`src/rtl/ioctl_loader_pkg.sv`:
```
// Shared types for the ioctl download-to-memory loader.
// Word entries carry a word address, 16-bit data and byte enables.
package ioctl_loader_pkg;

  localparam int WADDR_W = 24;

  typedef enum logic {
    IDLE,
    REQ
  } state_t;

  typedef struct packed {
    logic [WADDR_W-1:0] waddr;
    logic [15:0]        data;
    logic [1:0]         be;
  } word_entry_t;

  function automatic int fifo_depth(input int log2);
    return 1 << log2;
  endfunction

endpackage

```
`src/rtl/ioctl_ram_loader_if.sv`:
```
// Memory write port of the loader: level request, one-cycle ack.
// The loader drives the master side, the memory controller the slave.
interface ioctl_ram_loader_if #(
  parameter int ADDR_W = 24
);
  logic              mem_req;
  logic              mem_ack;
  logic [ADDR_W-1:0] mem_addr;
  logic [15:0]       mem_din;
  logic [1:0]        mem_be;

  modport master (
    output mem_req,
    output mem_addr,
    output mem_din,
    output mem_be,
    input  mem_ack
  );

  modport slave (
    input  mem_req,
    input  mem_addr,
    input  mem_din,
    input  mem_be,
    output mem_ack
  );
endinterface

```
`src/rtl/ioctl_word_fifo.sv`:
```
// Small synchronous FIFO of word entries, first-word fall-through.
// Push and pop in the same cycle leave the count unchanged.
module ioctl_word_fifo
  import ioctl_loader_pkg::*;
#(
  parameter int LOG2 = 2
) (
  input  logic        clk,
  input  logic        rst,
  input  logic        push,
  input  word_entry_t din,
  input  logic        pop,
  output word_entry_t dout,
  output logic [LOG2:0] count,
  output logic        empty,
  output logic        full
);

  localparam int D = fifo_depth(LOG2);

  word_entry_t       mem_q [D];
  logic [LOG2-1:0]   wp_q;
  logic [LOG2-1:0]   rp_q;
  logic [LOG2:0]     cnt_q;
  logic              do_pop;

  assign do_pop = pop && !empty;

  always_ff @(posedge clk) begin
    if (push) begin
      mem_q[wp_q] <= din;
    end
  end

  always_ff @(posedge clk) begin
    if (rst) begin
      wp_q  <= '0;
      rp_q  <= '0;
      cnt_q <= '0;
    end else begin
      if (push) begin
        wp_q <= wp_q + 1'b1;
      end
      if (do_pop) begin
        rp_q <= rp_q + 1'b1;
      end
      unique case ({push, do_pop})
        2'b10:   cnt_q <= cnt_q + 1'b1;
        2'b01:   cnt_q <= cnt_q - 1'b1;
        default: cnt_q <= cnt_q;
      endcase
    end
  end

  assign dout  = mem_q[rp_q];
  assign count = cnt_q;
  assign empty = (cnt_q == '0);
  assign full  = (cnt_q == (LOG2+1)'(D));

endmodule

```
`src/rtl/ioctl_ram_loader.sv`:
```
// Packs the ioctl byte stream into 16-bit words with byte enables,
// buffers them and writes them out through a req/ack memory port.
module ioctl_ram_loader
  import ioctl_loader_pkg::*;
#(
  parameter int               ADDR_W      = WADDR_W,
  parameter logic [ADDR_W-1:0] BASE_WADDR = '0,
  parameter logic [7:0]       INDEX_MATCH = 8'h00,
  parameter int               FIFO_LOG2   = 2
) (
  input  logic        clk_sys,
  input  logic        reset,
  input  logic        ioctl_download,
  input  logic [7:0]  ioctl_index,
  input  logic        ioctl_wr,
  input  logic [24:0] ioctl_addr,
  input  logic [7:0]  ioctl_dout,
  output logic        ioctl_ce,
  ioctl_ram_loader_if.master mem,
  output logic        busy,
  output logic        done,
  output logic [24:0] byte_count
);

  localparam int D = fifo_depth(FIFO_LOG2);

  logic        active, accept, rise, fall, odd;
  logic        ce_q, dl_q;
  logic        hv_q, hv_d;
  word_entry_t hold_q, hold_d;
  word_entry_t nb, merged, push_e, head;
  logic        push, push_ok, pop;
  logic [FIFO_LOG2:0] fcount;
  logic        fempty, ffull;
  state_t      st_q, st_d;
  logic        req_q, req_d;
  word_entry_t out_q, out_d;
  logic        busy_q, busy_d;
  logic        done_q, done_d;
  logic [24:0] bc_q, bc_d;
  logic [ADDR_W-1:0] waddr_in;

  assign active   = ioctl_download && (ioctl_index == INDEX_MATCH);
  assign accept   = ioctl_wr && ce_q && active;
  assign rise     = active && !dl_q;
  assign fall     = !active && dl_q;
  assign odd      = ioctl_addr[0];
  assign waddr_in = BASE_WADDR + ADDR_W'(ioctl_addr[24:1]);
  // Leaves room for one accept push plus one end-of-load push.
  assign ioctl_ce = (fcount <= (FIFO_LOG2+1)'(D-2));

  always_comb begin
    nb.waddr = waddr_in;
    nb.data  = odd ? {ioctl_dout, 8'h00} : {8'h00, ioctl_dout};
    nb.be    = odd ? 2'b10 : 2'b01;
    merged   = hold_q;
    if (odd) begin
      merged.data[15:8] = ioctl_dout;
      merged.be[1]      = 1'b1;
    end else begin
      merged.data[7:0]  = ioctl_dout;
      merged.be[0]      = 1'b1;
    end
  end

  always_comb begin
    hv_d   = hv_q;
    hold_d = hold_q;
    push   = 1'b0;
    push_e = hold_q;
    if (accept) begin
      if (hv_q && hold_q.waddr == waddr_in) begin
        push   = 1'b1;
        push_e = merged;
        hv_d   = 1'b0;
      end else begin
        push   = hv_q;
        hold_d = nb;
        hv_d   = 1'b1;
      end
    end else if (fall && hv_q) begin
      push = 1'b1;
      hv_d = 1'b0;
    end
  end

  assign push_ok = push && !ffull;

  ioctl_word_fifo #(
    .LOG2 (FIFO_LOG2)
  ) u_fifo (
    .clk   (clk_sys),
    .rst   (reset),
    .push  (push_ok),
    .din   (push_e),
    .pop   (pop),
    .dout  (head),
    .count (fcount),
    .empty (fempty),
    .full  (ffull)
  );

  always_comb begin
    st_d  = st_q;
    req_d = req_q;
    out_d = out_q;
    pop   = 1'b0;
    unique case (st_q)
      IDLE: begin
        if (!fempty) begin
          out_d = head;
          req_d = 1'b1;
          st_d  = REQ;
        end
      end
      REQ: begin
        if (mem.mem_ack) begin
          pop   = 1'b1;
          req_d = 1'b0;
          st_d  = IDLE;
        end
      end
      default: st_d = IDLE;
    endcase
  end

  always_comb begin
    done_d = !active && !hv_q && fempty
             && (st_q == IDLE) && busy_q;
    busy_d = rise ? 1'b1 : (done_d ? 1'b0 : busy_q);
    bc_d   = (rise ? 25'd0 : bc_q) + 25'(accept);
  end

  always_ff @(posedge clk_sys) begin
    if (reset) begin
      ce_q   <= 1'b1;
      dl_q   <= 1'b0;
      hv_q   <= 1'b0;
      hold_q <= '0;
      st_q   <= IDLE;
      req_q  <= 1'b0;
      out_q  <= '0;
      busy_q <= 1'b0;
      done_q <= 1'b0;
      bc_q   <= '0;
    end else begin
      ce_q   <= ioctl_ce;
      dl_q   <= active;
      hv_q   <= hv_d;
      hold_q <= hold_d;
      st_q   <= st_d;
      req_q  <= req_d;
      out_q  <= out_d;
      busy_q <= busy_d;
      done_q <= done_d;
      bc_q   <= bc_d;
    end
  end

  assign mem.mem_req  = req_q;
  assign mem.mem_addr = out_q.waddr;
  assign mem.mem_din  = out_q.data;
  assign mem.mem_be   = out_q.be;
  assign busy         = busy_q;
  assign done         = done_q;
  assign byte_count   = bc_q;

endmodule

```
`src/flat_wrapper.sv`:
```
// flat-port wrapper written by rule: the top's interface ports become plain ports
module ioctl_ram_loader_flat import ioctl_loader_pkg::*;
#(
  parameter int               ADDR_W      = WADDR_W,
  parameter logic [ADDR_W-1:0] BASE_WADDR = '0,
  parameter logic [7:0]       INDEX_MATCH = 8'h00,
  parameter int               FIFO_LOG2   = 2
)
  (clk_sys, reset, ioctl_download, ioctl_index, ioctl_wr, ioctl_addr, ioctl_dout, ioctl_ce, busy, done, byte_count, mem_mem_req, mem_mem_addr, mem_mem_din, mem_mem_be, mem_mem_ack);
  ioctl_ram_loader_if #(.ADDR_W(ADDR_W)) mem_i ();
  input  logic clk_sys;
  input  logic reset;
  input  logic ioctl_download;
  input  logic [7:0] ioctl_index;
  input  logic ioctl_wr;
  input  logic [24:0] ioctl_addr;
  input  logic [7:0] ioctl_dout;
  output logic ioctl_ce;
  output logic busy;
  output logic done;
  output logic [24:0] byte_count;
  output wire logic [$bits(mem_i.mem_req)-1:0] mem_mem_req;
  output wire logic [$bits(mem_i.mem_addr)-1:0] mem_mem_addr;
  output wire logic [$bits(mem_i.mem_din)-1:0] mem_mem_din;
  output wire logic [$bits(mem_i.mem_be)-1:0] mem_mem_be;
  input wire logic [$bits(mem_i.mem_ack)-1:0] mem_mem_ack;
  assign mem_mem_req = mem_i.mem_req;
  assign mem_mem_addr = mem_i.mem_addr;
  assign mem_mem_din = mem_i.mem_din;
  assign mem_mem_be = mem_i.mem_be;
  assign mem_i.mem_ack = mem_mem_ack;
  ioctl_ram_loader #(.ADDR_W(ADDR_W), .BASE_WADDR(BASE_WADDR), .INDEX_MATCH(INDEX_MATCH), .FIFO_LOG2(FIFO_LOG2)) u_core (.clk_sys(clk_sys), .reset(reset), .ioctl_download(ioctl_download), .ioctl_index(ioctl_index), .ioctl_wr(ioctl_wr), .ioctl_addr(ioctl_addr), .ioctl_dout(ioctl_dout), .ioctl_ce(ioctl_ce), .mem(mem_i), .busy(busy), .done(done), .byte_count(byte_count));
endmodule
```
`config.mk`:
```
export PLATFORM = sky130hd
export DESIGN_NAME = ioctl_ram_loader_flat
export DESIGN_NICKNAME = d
export VERILOG_FILES = /design/src/rtl/ioctl_loader_pkg.sv /design/src/rtl/ioctl_ram_loader_if.sv /design/src/rtl/ioctl_word_fifo.sv /design/src/rtl/ioctl_ram_loader.sv /design/src/flat_wrapper.sv
export SDC_FILE = /design/constraint.sdc
export NUM_CORES = 1
export LEC_CHECK = 0
export ABC_AREA = 1
export BUFFER_PORTS_ARGS = -buffer_cell sky130_fd_sc_hd__buf_2
export CAP_MARGIN = 5
export CORE_ASPECT_RATIO = 1.75
export CORE_MARGIN = 1
export CORE_UTILIZATION = 53
export DETAILED_ROUTE_END_ITERATION = 16
export PLACE_DENSITY_LB_ADDON = 0.2
export SLEW_MARGIN = 20
export SYNTH_ARGS = -nofsm -noshare
export SYNTH_HDL_FRONTEND = slang
export SYNTH_HIERARCHICAL = 1
export SYNTH_SLANG_ARGS = --single-unit
```
`constraint.sdc`:
```
create_clock -name clk_sys -period 4.4 [get_ports clk_sys]
set_clock_uncertainty 0.1 [all_clocks]
set_input_delay 0.88 -clock clk_sys [delete_from_list [all_inputs] [get_ports clk_sys]]
set_output_delay 0.88 -clock clk_sys [all_outputs]
set_load 0.05 [all_outputs]
```
==> results.yml <==
pwr:
  powerDensity_nw_per_um2: 383
  power_frac_clock_pct: 44.5
  p_leak_nw: 5.37
  switching_power_mw: 1.09
  max-vdd-ir-drop_mv: 0.249
  combPwrFrac_pct: 2.2
  switching_share_pct: 20.2
  p_int_mw: 4.29
  power.total_mw: 5.38
  p_seq_share_pct: 53.3
logic_synthesis:
  synth.distinct_cells: 38
  synth_enable_flop_cells: 168
  synthTopCellsByArea: "edfxtp_1 (41%), dfxtp_1 (20%), nor2_1 (9.6%), nand2_1 (5.6%), o21ai_0 (5.1%)"
  synth_ff_type: "edfxtp_1"
  synth_top_cell_by_area: "edfxtp_1"
  ys_seq_elements: 293
  mappedNetlistNets: 1402
  synth_top_area_share_pct: 40.8
  syn_area_per_cell_sq_um: 9.18
  yosys_warnings: 6
  async_flop_share_pct: 0
  synthCells: 1348
  syn_area_sq_um: 12400
  ys_seq_area_share_pct: 61.0
final_layout:
  synthToLayoutAreaGrowth_pct: 13.6
  final_cells: 1769
  fin_nets: 1503
  drive_above_1_share_pct: 13.8
  final_cell_mix: "nor2_1 (315), nand2_1 (183), edfxtp_1 (168)"
  diodes: 0
  final_common_cell: "nor2_1"
  final_cell_area_sq_um: 14100
worst_setup_path:
  critPathBufInv: 3
  path_cells: "buf_2, or2_1, nor2_4, nand2_4, nor3_4, a31oi_1, a211oi_1, nand2_1, clkinv_1, buf_4"
  cp.arrival_ns: 3.20
  ff2ff_setup_slack_ns: 1.80
  crit_path_end_kind: "flop"
  setup.worst_path.class: "input port to flop"
  crit_path_start_kind: "input port"
  cp_max_fo: 15
  critPathRequiredTime_ns: 4.52
  critPathSlowestCell: "a211oi_1"
  cp_top_family: "simple AND/OR/NAND/NOR gates"
  slowest_delay_ns: 0.46
place:
  portBuffers: 116
  dp.cells: 1720
  hpwlAfterDp_um: 19100
  place_area_sq_um: 13100
  place_congestion: 0.959
sta:
  setup_viol: 0
  rsz0062_at_grt: "false"
  fmax_mhz: 324
  min_period_ns: 3.08
  tns_ns: 0
  slew_headroom_pct: 37.9
  fin_hold_ws_ns: 0.367
  timing.final.max_slew_violations: 0
  tightest_slew_ns: 0.930
  finalCritPeriodShare_pct: 70.1
  final-hold-violation-count: 0
clock_tree:
  clk_pin_slew_ns: 0.06
  clock_path_buffers: 3
  cts_setup_buffers: 0
  tritoncts: "done"
  numCtsBuffers: 27
  ctsHoldBuffers: 0
  insertion_delay_ns: 0.53
  cts_resized: 0
  cts.sinks: 293
  cts_max_level: 1
  cts-root-buf: "clkbuf_16"
route:
  drt-total-wl_um: 29500
  firstDrtPassIters: 5
  wire_per_inst_um: 16.7
  ant_nets: 0
  viasPerCell: 5.39
  route.vias.total: 9530
  initialDrtViolationCount: 579
  drc: 0
floorplanning:
  num_io_pins: 117
  die_h_um: 204
  rows: 73
  initial_utilization_pct: 54.2
  design.core.area_sq_um: 22800
  dieArea_sq_um: 24000
  die_width_um: 117
grt:
  antenna_found_initial: 0
  grt_pass1_wl_um: 46800
  grt_pass1_vias: 9418
  grt_max_degree: 85
  gr-total-overflow: 0
  grtUsageTotal_pct: 24.8
hold_path:
  hp-class: "flop to flop"
outcome:
  status: "finished clean"
flow_run:
  max_cap_viol_count: 0
[layout make-up]
class / count / area (sq um)
clock buffer: 32 / 704
clock inverter: 17 / 209
fill: 1972 / 8780
inverter: 115 / 432
multi-input combinational: 878 / 4050
sequential: 293 / 7550
tap: 300 / 375
timing repair buffer: 134 / 741
[layer usage]
metal | global-route usage [%] | part of all wire, %
met5 | 0 | 0
met4 | 10.9 | 3.4
met3 | 2.85 | 4.7
met1 | 26.3 | 37
met2 | 48.8 | 54
[stage by stage]
step | utilization (%) | setup slack [ns]
4_1_cts | 61.6 | 1.31
3_3_place_gp | 57.6 | 0.808
6_report | 61.6 | 1.32
2_1_floorplan | - | 0.808
5_1_grt | 61.6 | 1.08
3_5_place_dp | 57.6 | 0.766
[path summary, 6_finish.rpt]
kind,startpoint,end,depth (start not counted)
max,ioctl_index[3],u_core/u_fifo/mem_q[2][13],10
min,u_core/hold_q[8],u_core/hold_q[8],2
max reg2reg,u_core/ce_q,u_core/u_fifo/mem_q[2][13],7
min reg2reg,u_core/hold_q[8],u_core/hold_q[8],2
[cells by family after synthesis]
group,Yosys count,synth area share (%)
and+or+nand+nor,607,20.4
DFF,293,61.0
AOI/OAI and AO/OA,255,10.8
buffers and inverters,177,6.36
xor gates and xnor gates,8,0.566
adders and majority gates,8,0.870
[worst register-to-register path, cell delays in order (launching register included)]
cell and delay, ns:
dfxtp_1 0.30, inv_1 0.09, nor3_4 0.38, a31oi_1 0.11, a211oi_1 0.46, nand2_1 0.11
clkinv_1 0.39, buf_4 0.35
[power groups by stage]
stage	clock network [mW]	logic [mW]	registers, mW
2_1_floorplan	0	0.0625	2.93
4_1_cts	2.44	0.118	2.87
6_report	2.40	0.118	2.87
5_1_grt	2.53	0.131	2.87
3_3_place_gp	0	0.116	2.93
3_5_place_dp	0	0.117	2.93
[state kept, by name, indices dropped and copies added (netlist names), named ones only]
| signal | count |
|---|---|
| u_core/busy | 1 |
| u_core/mem.mem_din | 16 |
| u_core/ce_q | 1 |
| u_core/dl_q | 1 |
| u_core/byte_count | 25 |
| u_core/u_fifo/mem_q | 168 |
| u_core/st_q | 1 |
| u_core/u_fifo/wp_q | 2 |
| u_core/u_fifo/count | 3 |
| u_core/u_fifo/rp_q | 2 |
| u_core/hold_q | 42 |
| u_core/hv_q | 1 |
| u_core/mem.mem_req | 1 |
| u_core/mem.mem_be | 2 |
| u_core/done | 1 |
| u_core/mem.mem_addr | 24 |
[synth_stat cells (18+ instances only)]
cell and n:
dfxtp_1 125, clkbuf_1 33, nand2_1 183, nand4_1 18, o21ai_0 126, a21oi_1 34, o21ai_1 50, nor2_1 316
edfxtp_1 168, o22ai_1 42, inv_1 110, nand3_1 57
Note: power is estimated with default switching activity, not from simulation.
